File: config.mk
export PLATFORM = sky130hd
export DESIGN_NAME = i2cmb_cmd_sequencer
export DESIGN_NICKNAME = d
export VERILOG_FILES = /design/src/rtl/i2cmb_rtl_pkg.sv /design/src/rtl/i2cmb_sync_fifo.sv /design/src/rtl/i2cmb_cmd_sequencer.sv
export SDC_FILE = /design/constraint.sdc
export NUM_CORES = 1
export LEC_CHECK = 0
export BUFFER_PORTS_ARGS = -buffer_cell sky130_fd_sc_hd__buf_2
export CORE_MARGIN = 3
export CORE_UTILIZATION = 25
export DETAILED_ROUTE_END_ITERATION = 8
export GPL_ROUTABILITY_DRIVEN = 1
export MAX_ROUTING_LAYER = met4
export PLACE_DENSITY = 0.4
export SETUP_SLACK_MARGIN = 0.15
export SLEW_MARGIN = 20
export SYNTH_ARGS = -nofsm -noshare
export SYNTH_HDL_FRONTEND = slang
export SYNTH_SLANG_ARGS = --single-unit
export TNS_END_PERCENT = 5
File: constraint.sdc
create_clock -name clk_i -period 4.5 [get_ports clk_i]
set_input_delay 0.45 -clock clk_i [delete_from_list [all_inputs] [get_ports clk_i]]
set_output_delay 0.45 -clock clk_i [all_outputs]
set_load 0.005 [all_outputs]
File: src/rtl/i2cmb_rtl_pkg.sv
// Shared types for the I2CMB command sequencer: opcodes, completion status
// codes and the dispatcher state encoding.
package i2cmb_rtl_pkg;

  typedef enum logic [2:0] {
    OP_WAIT    = 3'b000,
    OP_WRITE   = 3'b001,
    OP_RD_ACK  = 3'b010,
    OP_RD_NAK  = 3'b011,
    OP_START   = 3'b100,
    OP_STOP    = 3'b101,
    OP_SET_BUS = 3'b110
  } i2cmb_op_t;

  typedef enum logic [1:0] {
    ST_DONE = 2'b00,
    ST_NAK  = 2'b01,
    ST_AL   = 2'b10,
    ST_ERR  = 2'b11
  } i2cmb_status_t;

  typedef enum logic [2:0] {
    S_IDLE,
    S_SETBUS,
    S_ISSUE,
    S_WAIT,
    S_PUSH,
    S_FLUSH
  } seq_state_t;

  function automatic logic is_read(input i2cmb_op_t op);
    return (op == OP_RD_ACK) || (op == OP_RD_NAK);
  endfunction

endpackage

File: src/rtl/i2cmb_sync_fifo.sv
// Show-ahead synchronous FIFO with occupancy count and single-cycle flush.
// DEPTH must be a power of two so the pointers wrap naturally.
module i2cmb_sync_fifo #(
  parameter int WIDTH = 8,
  parameter int DEPTH = 8,
  localparam int AW = $clog2(DEPTH),
  localparam int CW = AW + 1
) (
  input  logic             clk,
  input  logic             rst,
  input  logic             push,
  input  logic             pop,
  input  logic             flush,
  input  logic [WIDTH-1:0] din,
  output logic [WIDTH-1:0] dout,
  output logic             full,
  output logic             empty,
  output logic [CW-1:0]    count
);

  logic [WIDTH-1:0] mem [DEPTH];
  logic [AW-1:0]    wr_ptr;
  logic [AW-1:0]    rd_ptr;
  logic             do_push;
  logic             do_pop;

  assign full    = (count == CW'(DEPTH));
  assign empty   = (count == '0);
  assign do_push = push && !full;
  assign do_pop  = pop && !empty;
  assign dout    = mem[rd_ptr];

  always_ff @(posedge clk) begin
    if (do_push) mem[wr_ptr] <= din;
  end

  always_ff @(posedge clk or posedge rst) begin
    if (rst) begin
      wr_ptr <= '0;
      rd_ptr <= '0;
      count  <= '0;
    end else if (flush) begin
      wr_ptr <= '0;
      rd_ptr <= '0;
      count  <= '0;
    end else begin
      if (do_push) wr_ptr <= wr_ptr + 1'b1;
      if (do_pop)  rd_ptr <= rd_ptr + 1'b1;
      count <= count + CW'(do_push) - CW'(do_pop);
    end
  end

endmodule

File: src/rtl/i2cmb_cmd_sequencer.sv
// Command queue and dispatcher in front of the I2CMB byte controller: inserts
// SET_BUS on bus changes, serialises commands and queues one response each.
module i2cmb_cmd_sequencer
  import i2cmb_rtl_pkg::*;
#(
  parameter int NUM_BUSES   = 16,
  parameter int DATA_W      = 8,
  parameter int CMD_DEPTH   = 8,
  parameter int RSP_DEPTH   = 8,
  parameter int FLUSH_ON_AL = 1,
  localparam int BUS_W = (NUM_BUSES > 1) ? $clog2(NUM_BUSES) : 1,
  localparam int CNT_W = $clog2(CMD_DEPTH) + 1
) (
  input  logic              clk_i,
  input  logic              rst_i,
  input  logic              cmd_valid_i,
  output logic              cmd_ready_o,
  input  logic [2:0]        cmd_op_i,
  input  logic [DATA_W-1:0] cmd_data_i,
  input  logic [BUS_W-1:0]  cmd_bus_i,
  output logic              bc_cmd_valid_o,
  input  logic              bc_cmd_ready_i,
  output logic [2:0]        bc_cmd_op_o,
  output logic [DATA_W-1:0] bc_cmd_data_o,
  input  logic              bc_done_i,
  input  logic [1:0]        bc_status_i,
  input  logic [DATA_W-1:0] bc_rdata_i,
  output logic              rsp_valid_o,
  input  logic              rsp_ready_i,
  output logic [1:0]        rsp_status_o,
  output logic [DATA_W-1:0] rsp_data_o,
  output logic [BUS_W-1:0]  rsp_bus_o,
  input  logic              abort_i,
  output logic              busy_o,
  output logic [BUS_W-1:0]  cur_bus_o,
  output logic [CNT_W-1:0]  cmd_count_o,
  output logic              irq_o
);

  typedef struct packed {
    i2cmb_op_t         op;
    logic [DATA_W-1:0] data;
    logic [BUS_W-1:0]  bus;
  } cmd_entry_t;

  typedef struct packed {
    i2cmb_status_t     status;
    logic [DATA_W-1:0] data;
    logic [BUS_W-1:0]  bus;
  } rsp_entry_t;

  function automatic logic [DATA_W-1:0] bus_to_data(input logic [BUS_W-1:0] b);
    return DATA_W'(b);
  endfunction

  seq_state_t state, state_nx;
  cmd_entry_t cmd_in, head, iss;
  rsp_entry_t lat, rsp_out;
  logic [BUS_W-1:0] cur_bus;
  logic cmd_full, cmd_empty, cmd_push, cmd_pop, cmd_flush;
  logic rsp_full, rsp_empty, rsp_push;
  logic auto_sb, abort_pend, abort_now, done_ok;
  logic [$clog2(RSP_DEPTH):0] rsp_count_unused;

  assign cmd_in    = '{op: i2cmb_op_t'(cmd_op_i), data: cmd_data_i, bus: cmd_bus_i};
  assign cmd_push  = cmd_valid_i && cmd_ready_o;
  assign abort_now = abort_pend || abort_i;
  assign done_ok   = (bc_status_i == ST_DONE);

  i2cmb_sync_fifo #(.WIDTH($bits(cmd_entry_t)), .DEPTH(CMD_DEPTH)) u_cmd_fifo (
    .clk(clk_i), .rst(rst_i), .push(cmd_push), .pop(cmd_pop), .flush(cmd_flush),
    .din(cmd_in), .dout(head), .full(cmd_full), .empty(cmd_empty), .count(cmd_count_o)
  );

  i2cmb_sync_fifo #(.WIDTH($bits(rsp_entry_t)), .DEPTH(RSP_DEPTH)) u_rsp_fifo (
    .clk(clk_i), .rst(rst_i), .push(rsp_push), .pop(rsp_valid_o && rsp_ready_i), .flush(1'b0),
    .din(lat), .dout(rsp_out), .full(rsp_full), .empty(rsp_empty), .count(rsp_count_unused)
  );

  always_comb begin
    state_nx  = state;
    cmd_pop   = 1'b0;
    cmd_flush = 1'b0;
    rsp_push  = 1'b0;
    case (state)
      S_IDLE: begin
        if (abort_i) state_nx = S_FLUSH;
        else if (!cmd_empty)
          state_nx = (head.bus != cur_bus && head.op != OP_SET_BUS) ? S_SETBUS : S_ISSUE;
      end
      S_SETBUS: begin
        if (bc_cmd_ready_i) state_nx = S_WAIT;
        else if (abort_i)   state_nx = S_FLUSH;
      end
      S_ISSUE: begin
        if (bc_cmd_ready_i) begin
          cmd_pop  = 1'b1;
          state_nx = S_WAIT;
        end else if (abort_i) begin
          state_nx = S_FLUSH;
        end
      end
      S_WAIT: begin
        if (bc_done_i) begin
          if (auto_sb && done_ok) begin
            state_nx = abort_now ? S_FLUSH : S_ISSUE;
          end else begin
            // A failed auto SET_BUS consumes the head so it is answered once
            cmd_pop  = auto_sb;
            state_nx = S_PUSH;
          end
        end
      end
      S_PUSH: begin
        if (!rsp_full) begin
          rsp_push = 1'b1;
          state_nx = (abort_now || (lat.status == ST_AL && FLUSH_ON_AL != 0)) ? S_FLUSH : S_IDLE;
        end
      end
      S_FLUSH: begin
        cmd_flush = 1'b1;
        state_nx  = S_IDLE;
      end
      default: state_nx = S_IDLE;
    endcase
  end

  always_ff @(posedge clk_i or posedge rst_i) begin
    if (rst_i) begin
      state      <= S_IDLE;
      cur_bus    <= '0;
      auto_sb    <= 1'b0;
      abort_pend <= 1'b0;
      irq_o      <= 1'b0;
    end else begin
      state <= state_nx;
      irq_o <= rsp_push;
      if (state == S_SETBUS && bc_cmd_ready_i) auto_sb <= 1'b1;
      if (state == S_WAIT && bc_done_i) begin
        auto_sb <= 1'b0;
        if (auto_sb && done_ok)                          cur_bus <= head.bus;
        else if (!auto_sb && done_ok && iss.op == OP_SET_BUS) cur_bus <= BUS_W'(iss.data);
      end
      if (state == S_FLUSH) abort_pend <= 1'b0;
      else if (abort_i && (state == S_WAIT || state == S_PUSH)) abort_pend <= 1'b1;
    end
  end

  always_ff @(posedge clk_i) begin
    if (state == S_ISSUE && bc_cmd_ready_i) iss <= head;
    if (state == S_WAIT && bc_done_i) begin
      lat.status <= i2cmb_status_t'(bc_status_i);
      lat.data   <= (!auto_sb && is_read(iss.op)) ? bc_rdata_i : '0;
      lat.bus    <= auto_sb ? head.bus : iss.bus;
    end
  end

  // FIFO storage is unreset, so everything sourced from it is qualified
  assign cmd_ready_o    = !rst_i && !cmd_full && (state != S_FLUSH);
  assign bc_cmd_valid_o = (state == S_SETBUS) || (state == S_ISSUE);
  assign bc_cmd_op_o    = (state == S_SETBUS) ? OP_SET_BUS :
                          (state == S_ISSUE)  ? head.op    : 3'b000;
  assign bc_cmd_data_o  = (state == S_SETBUS) ? bus_to_data(head.bus) :
                          (state == S_ISSUE)  ? head.data             : '0;
  assign rsp_valid_o    = !rsp_empty;
  assign rsp_status_o   = rsp_valid_o ? rsp_out.status : 2'b00;
  assign rsp_data_o     = rsp_valid_o ? rsp_out.data   : '0;
  assign rsp_bus_o      = rsp_valid_o ? rsp_out.bus    : '0;
  assign busy_o         = (state != S_IDLE) || !cmd_empty;
  assign cur_bus_o      = cur_bus;

endmodule
# [Yosys cells after proc, flatten, opt, wreduce, memory -nomap -nowiden]
# Memory sizes are Yosys's and may differ from the RTL's.
# Cells that the tools add are included.
[word_totals] input_bits=32 register_bits=55 out_inout_bits=38 ramBits=232 wordCells=128 n_memories=2
[op_classes] mux=41 n_reduce_logical=42 n_addsub=8 eq_ne=18
[mem_list] name="u_cmd_fifo.mem" words=8 word_bits=15 rd=1 rd_ports_with_merged_regs=0 wr=1 line_no="i2cmb_sync_fifo.sv:21" rtl="logic [WIDTH-1:0] mem [DEPTH];"
[mem_list] name="u_rsp_fifo.mem" words=8 word_bits=14 rd=1 rd_ports_with_merged_regs=0 wr=1 line_no="i2cmb_sync_fifo.sv:21"
[op_table] cell="2-to-1 mux 3 bit" n=15
[op_table] cell="2-to-1 mux 8 bit" n=3
[op_table] cell="2-to-1 mux 4 bit" n=5
[op_table] cell="logical AND 1 bit" n=17
[op_table] cell="2-to-1 mux 1 bit" n=14
[op_table] cell="adder 3 x 1 -> 3 bit (second input constant)" n=4
[op_table] cell="equality test 3 x 2 -> 1 bit (second input constant)" n=4
[op_table] cell="one-hot mux 3 bit (4 select lines)" n=1
[op_table] cell="nonzero test 2 bit" n=5
[op_table] cell="equality test 3 bit (second input constant)" n=3
[op_table] cell="!= test 3 bit (second input constant)" n=3
[op_table] cell="adder 4 x 1 -> 4 bit" n=2
[op_table] cell="equality test 4 bit (second input constant)" n=2
[op_table] cell="zero test 4 bit" n=2
[op_table] cell="subtractor 4 x 1 -> 4 bit" n=2
[op_table] cell="zero test 1 bit" n=6
[op_table] cell="logical OR 1 bit" n=6
[op_table] cell="2-to-1 mux 2 bit" n=2
[op_table] cell="!= test 2 bit (second input constant)" n=2
[op_table] cell="!= test 4 bit" n=1
[op_table] cell="AND reduction 4 bit" n=1
[op_table] cell="equality test 3 x 1 -> 1 bit (second input constant)" n=1
[op_table] cell="zero test 3 bit" n=1
[op_table] cell="!= test 3 x 1 -> 1 bit (second input constant)" n=1
[op_table] cell="6 further kinds" n=6

# [Longest topological paths before layout]
[logic_depth] word_depth=9 ltp_mapped=13 ltp_nobuf=12

# [Hierarchy]
# From an unflattened synthesis, not the netlist that was laid out.
[unflattened] hier_cells=654 area_unflattened_um2=12084.1
[by_module_without_submodules] mod="i2cmb_sync_fifo at u_cmd_fifo" seq_area_each_um2=3853.7 cells_per_inst=247 area_each_um2=5270.1 instances=1
[by_module_without_submodules] mod="i2cmb_sync_fifo at u_rsp_fifo" seq_area_each_um2=3613.5 cells_per_inst=236 area_each_um2=4953.5 instances=1
[by_module_without_submodules] mod="i2cmb_cmd_sequencer" seq_area_each_um2=1001.0 cells_per_inst=171 area_each_um2=1860.5 instances=1

# [Worst setup path before layout]
# No wires, ideal clock.
[synth_path] kind="register to register" start="register state[1]" end="memory u_cmd_fifo.mem[0][0] (netlist name), enable pin" path_stages_with_launch=9 required_ns=4.094 n_path_buf=3 arrival_ns=2.554 setup_ns=0.406 slack_ns=1.540 synth_period_minus_slack_ns=2.960 cell_sequence="dfrtp_1 -> buf_2 -> and3b_1 -> buf_2 -> a311oi_2 -> and2_1 -> buf_2 -> nand2b_1 -> nor3_1"
[synth_between] elab_chain_len=6
[synth_lines] item="start: declaration" line_no="i2cmb_cmd_sequencer.sv:56" rtl="seq_state_t state, state_nx;"
[synth_lines] item="start signal: assignment" line_no="i2cmb_cmd_sequencer.sv:136" rtl="state <= state_nx;"
[synth_lines] item="!= test 3 bit" line_no="i2cmb_cmd_sequencer.sv:159" rtl="assign cmd_ready_o = !rst_i && !cmd_full && (state != S_FLUSH);"
[synth_lines] item="logical AND 1 bit" line_no="i2cmb_cmd_sequencer.sv:159"
[synth_lines] item="net cmd_ready_o" line_no="i2cmb_cmd_sequencer.sv:17" rtl="output logic cmd_ready_o,"
[synth_lines] item="logical AND 1 bit" line_no="i2cmb_cmd_sequencer.sv:66" rtl="assign cmd_push = cmd_valid_i && cmd_ready_o;"
[synth_lines] item="logical AND 1 bit" line_no="i2cmb_sync_fifo.sv:29" rtl="assign do_push = push && !full;"
[synth_lines] item="2-to-1 mux 1 bit" line_no="i2cmb_sync_fifo.sv:34" rtl="if (do_push) mem[wr_ptr] <= din;"
[synth_lines] item="2-to-1 mux 1 bit (implied by the code)" line_no="i2cmb_sync_fifo.sv:34"
[synth_lines] item="end: declaration" line_no="i2cmb_sync_fifo.sv:21"
# The timed path passes the listed nets, and every way through them passes these cells.

==> metrics.txt <==
EDFF count, synth 257; total power roughly 0.0078 W; Worst-Skew Late Latency between 0.5 and 0.6 ns; fill count ~4500; Max Cap Violations 0; RePlAce Congestion approximately 0.70; clk slew on worst S/H paths roughly 0.060 ns; cells on worst reg2reg path 9; Setup WS post-layout roughly 1.1 ns; status completed; Post-synth ARST share between 10% and 20%; Compound-Gate Fraction of Synth Area 2.40%; Synth Area in Adders between 2 and 2.5%; wire length per cell slightly below 20 µm; Slew Viols, Final 0; Avg Inst Size Synth 18.1 µm²; Post-DP HPWL 16300 µm; RSZ-0062 raised after global routing no; Hold-fix buffers, CTS 0; GRT Resource Usage Total 11.1%; met3 WL 1060 µm; worst-margin pin slew 1.08 ns; PD cells 558 nW/µm²; GR Overflow Total 0; crit-path cells buf_4 > mux4_2 > mux2_2 > nand2_1 > a21oi_1 > buf_2; Die Ht 223 µm; CTS Sinks 287; post-CTS setup buffers 0; fin crit share 74.6%; CTS tree done; Root Buffer Master clkbuf_16; WP depth 6; synth warn 0; worst vdd ir 301 µV; top routing layer used met4; CP Launch Type flop; Register Area about 8500 µm²; mapped cell area approximately 12000 µm²; Max Freq between 200 and 300 MHz; Worst Path Required 4.05 ns; Iteration-0 DRC Markers around 310; Yosys reg bits 287; multi-input logic area 3030 µm²; Synth cell types 50; Worst Path Max Fanout 24; fraction of the yosys area taken by sequential cells 72.2%; largest net degree at the start of global routing 31; final antenna-violating net count 0; first-pass GRT wire length 40400 µm; Vias around 5800; Port Buf Inserts between 60 and 70; slowest stage delay, CP about 0.85 ns; Synth Flop Type edfxtp_1; Crit Path Class flop to primary output; CTS resizes 0; Worst slew margin 28.0%; Layout area overhead 19.4%; DRC 0; Final Setup Violations 0; Fin Hold WS 0.0482 ns; met2 wire len 13400 µm; H-tree depth 2; # IOs 70; die area 49500 µm²; first-pass detailed-route iteration total 6; DP Worst Slack 1.43 ns; Final Hold Fails 0; core box area 45900 µm²; CTS buffer count 34; met1 wire length 11600 µm; Post-Synth Simple-Gate Area about 5.3%; vias in the first global route 6267; hold crit path type input pin to async pin; Post-Synth XOR/XNOR Area 1.20%; Synth Net Count 698; Rows 78; fraction of layout cells with a size suffix above 1 28.1%; drt total wl 26500 µm; initial antenna violation count 1; Post-Route Skew between 0.02 and 0.025 ns; DR vias/cell 4.22; leak pwr just under 5 nW; die width 223 µm; main combinational cell family by area after synthesis multiplexers; effective utilization at floorplan 25.6%; crit path DAT 2.91 ns; Layout Nets 804; crit path time final 3.36 ns; family with the most delay on the worst path flip-flops; Synth Instances 648; CP bufs+invs 2; CP endpoint kind primary output; setup TNS 0 ns; mux cell area share after synthesis between 10% and 20%; Slowest cell on crit path dfrtp_2; clock buffer depth 3
registers in the layout, summed over array words and instances (netlist names):
name	flops
u_cmd_fifo.mem	120
u_rsp_fifo.mem	112
lat	14
iss	11
cur_bus_o	4
u_cmd_fifo.count	4
u_rsp_fifo.count	4
state	3
u_cmd_fifo.rd_ptr	3
u_cmd_fifo.wr_ptr	3
u_rsp_fifo.rd_ptr	3
u_rsp_fifo.wr_ptr	3
abort_pend	1
auto_sb	1
irq_o	1
placed cells by master, fill, tap and decap left out, types with 2 or more instances in the layout:
master | Yosys | routed
xnor2_1 | 8 | 8
a21o_1 | 3 | 3
nand2_1 | 37 | 37
nor2b_1 | 5 | 5
o221a_2 | 2 | 2
mux2_2 | 10 | 10
dfrtp_2 | 0 | 3
buf_2 | 10 | 69
mux2i_4 | 2 | 2
fa_1 | 2 | 2
a21oi_1 | 19 | 19
bufinv_16 | 0 | 3
xor2_1 | 8 | 8
clkbuf_1 | 11 | 10
o21ai_0 | 8 | 8
clkinv_8 | 0 | 2
nor3_2 | 0 | 4
clkbuf_16 | 0 | 35
nand2b_1 | 10 | 10
dfrtp_1 | 30 | 27
and2_1 | 11 | 11
mux4_2 | 50 | 50
buf_4 | 1 | 29
inv_1 | 25 | 25
nor2_1 | 52 | 52
nand3b_1 | 2 | 2
mux4_1 | 6 | 6
clkinv_1 | 0 | 6
clkinv_2 | 0 | 4
or2_2 | 2 | 2
edfxtp_1 | 257 | 257
ha_1 | 16 | 16
nand4_1 | 2 | 2
mux2i_1 | 28 | 28
nor3b_1 | 3 | 3
path summary, 6_finish.rpt:
| check | from | endpoint | slack, ns |
|---|---|---|---|
| hold reg to reg | u_rsp_fifo.wr_ptr[0]$_DFFE_PP0P_ | u_rsp_fifo.wr_ptr[0]$_DFFE_PP0P_ | 0.52 |
| setup reg to reg | state[1]$_DFFE_PP0P_ | u_cmd_fifo.count[1]$_DFF_PP0_ | 1.50 |
| max in group asynchronous | rst_i | u_rsp_fifo.rd_ptr[0]$_DFFE_PP0P_ | 4.09 |
| setup / recovery | u_cmd_fifo.rd_ptr[0]$_DFFE_PP0P_ | bc_cmd_data_o[3] | 1.14 |
| min in group clk_i | bc_status_i[1] | lat[13]$_DFFE_PP_ | 0.18 |
| hold / removal | rst_i | u_cmd_fifo.count[0]$_DFF_PP0_ | 0.05 |
per-stage QoR:
stage / cells / util (%) / area, µm²
final: 1381 / 30.5 / 14000
after global routing: 1381 / 30.5 / 14000
after CTS: 1380 / 30.5 / 14000
after detailed placement: 1318 / 28.1 / 12900
after global placement: 1318 / 28.1 / 12900
after floorplan: 648 / - / 11700
tightest hold or removal path: cells and delay by family:
family | cells | cell delay (ns)
buf+inv | 3 | 0.55
layout make-up:
type	instances	area share, %
Multi-Input combinational cell	308	21.6
Antenna cell	1	0.0179
Sequential cell	287	60.5
Tap cell	600	5.36
Inverter	25	0.670
Clock inverter	17	1.30
Clock buffer	45	6.52
Timing Repair Buffer	98	4.02
report_power, final:
| part | switching, W | internal (W) | leakage (nW) | total (W) |
|---|---|---|---|---|
| clock | 0.00106 | 0.00161 | 0.529 | 0.00267 |
| sequential | 0.000356 | 0.00316 | 2.68 | 0.00351 |
| combinational | 0.000787 | 0.000837 | 1.62 | 0.00162 |
cells in the mapped netlist (2+ instances only):
master / n / share of area (%)
buf_1: 3 / 0.096
edfxtp_1: 257 / 66
mux2i_4: 2 / 0.38
mux4_2: 50 / 9.6
xor2_1: 8 / 0.60
xnor2_1: 8 / 0.60
a21o_1: 3 / 0.19
o221a_2: 2 / 0.19
nand2_1: 37 / 1.2
buf_2: 10 / 0.43
nor3_1: 5 / 0.21
mux2_2: 10 / 0.96
a21oi_1: 19 / 0.81
nor3b_1: 3 / 0.19
nand4_1: 2 / 0.11
mux4_1: 6 / 1.3
dfrtp_1: 30 / 6.4
mux2i_1: 28 / 2.4
fa_1: 2 / 0.34
nand2b_1: 10 / 0.53
o21ai_0: 8 / 0.34
inv_1: 25 / 0.80
nor2b_1: 5 / 0.27
or2_2: 2 / 0.11
clkbuf_1: 11 / 0.35
ha_1: 16 / 1.7
and2_1: 11 / 0.59
nand3b_1: 2 / 0.13
nor2_1: 52 / 1.7
logic make-up after synthesis:
group                    count (synthesis)
flip-flops                             287
AND/OR/NAND/NOR                        134
multiplexers                            96
buffers and inverters                   53
AO/OA/AOI/OAI                           44
adder cells (fa/ha/maj)                 18
XOR/XNOR                                16
layer usage:
layer  up-vias  track usage [%]
met1      2963             14.1
met5         -                -
met2       100             18.5
li1       2727                -
met4         0             2.71
met3        34             2.25
No activity file was read; power rests on OpenSTA's default activity.
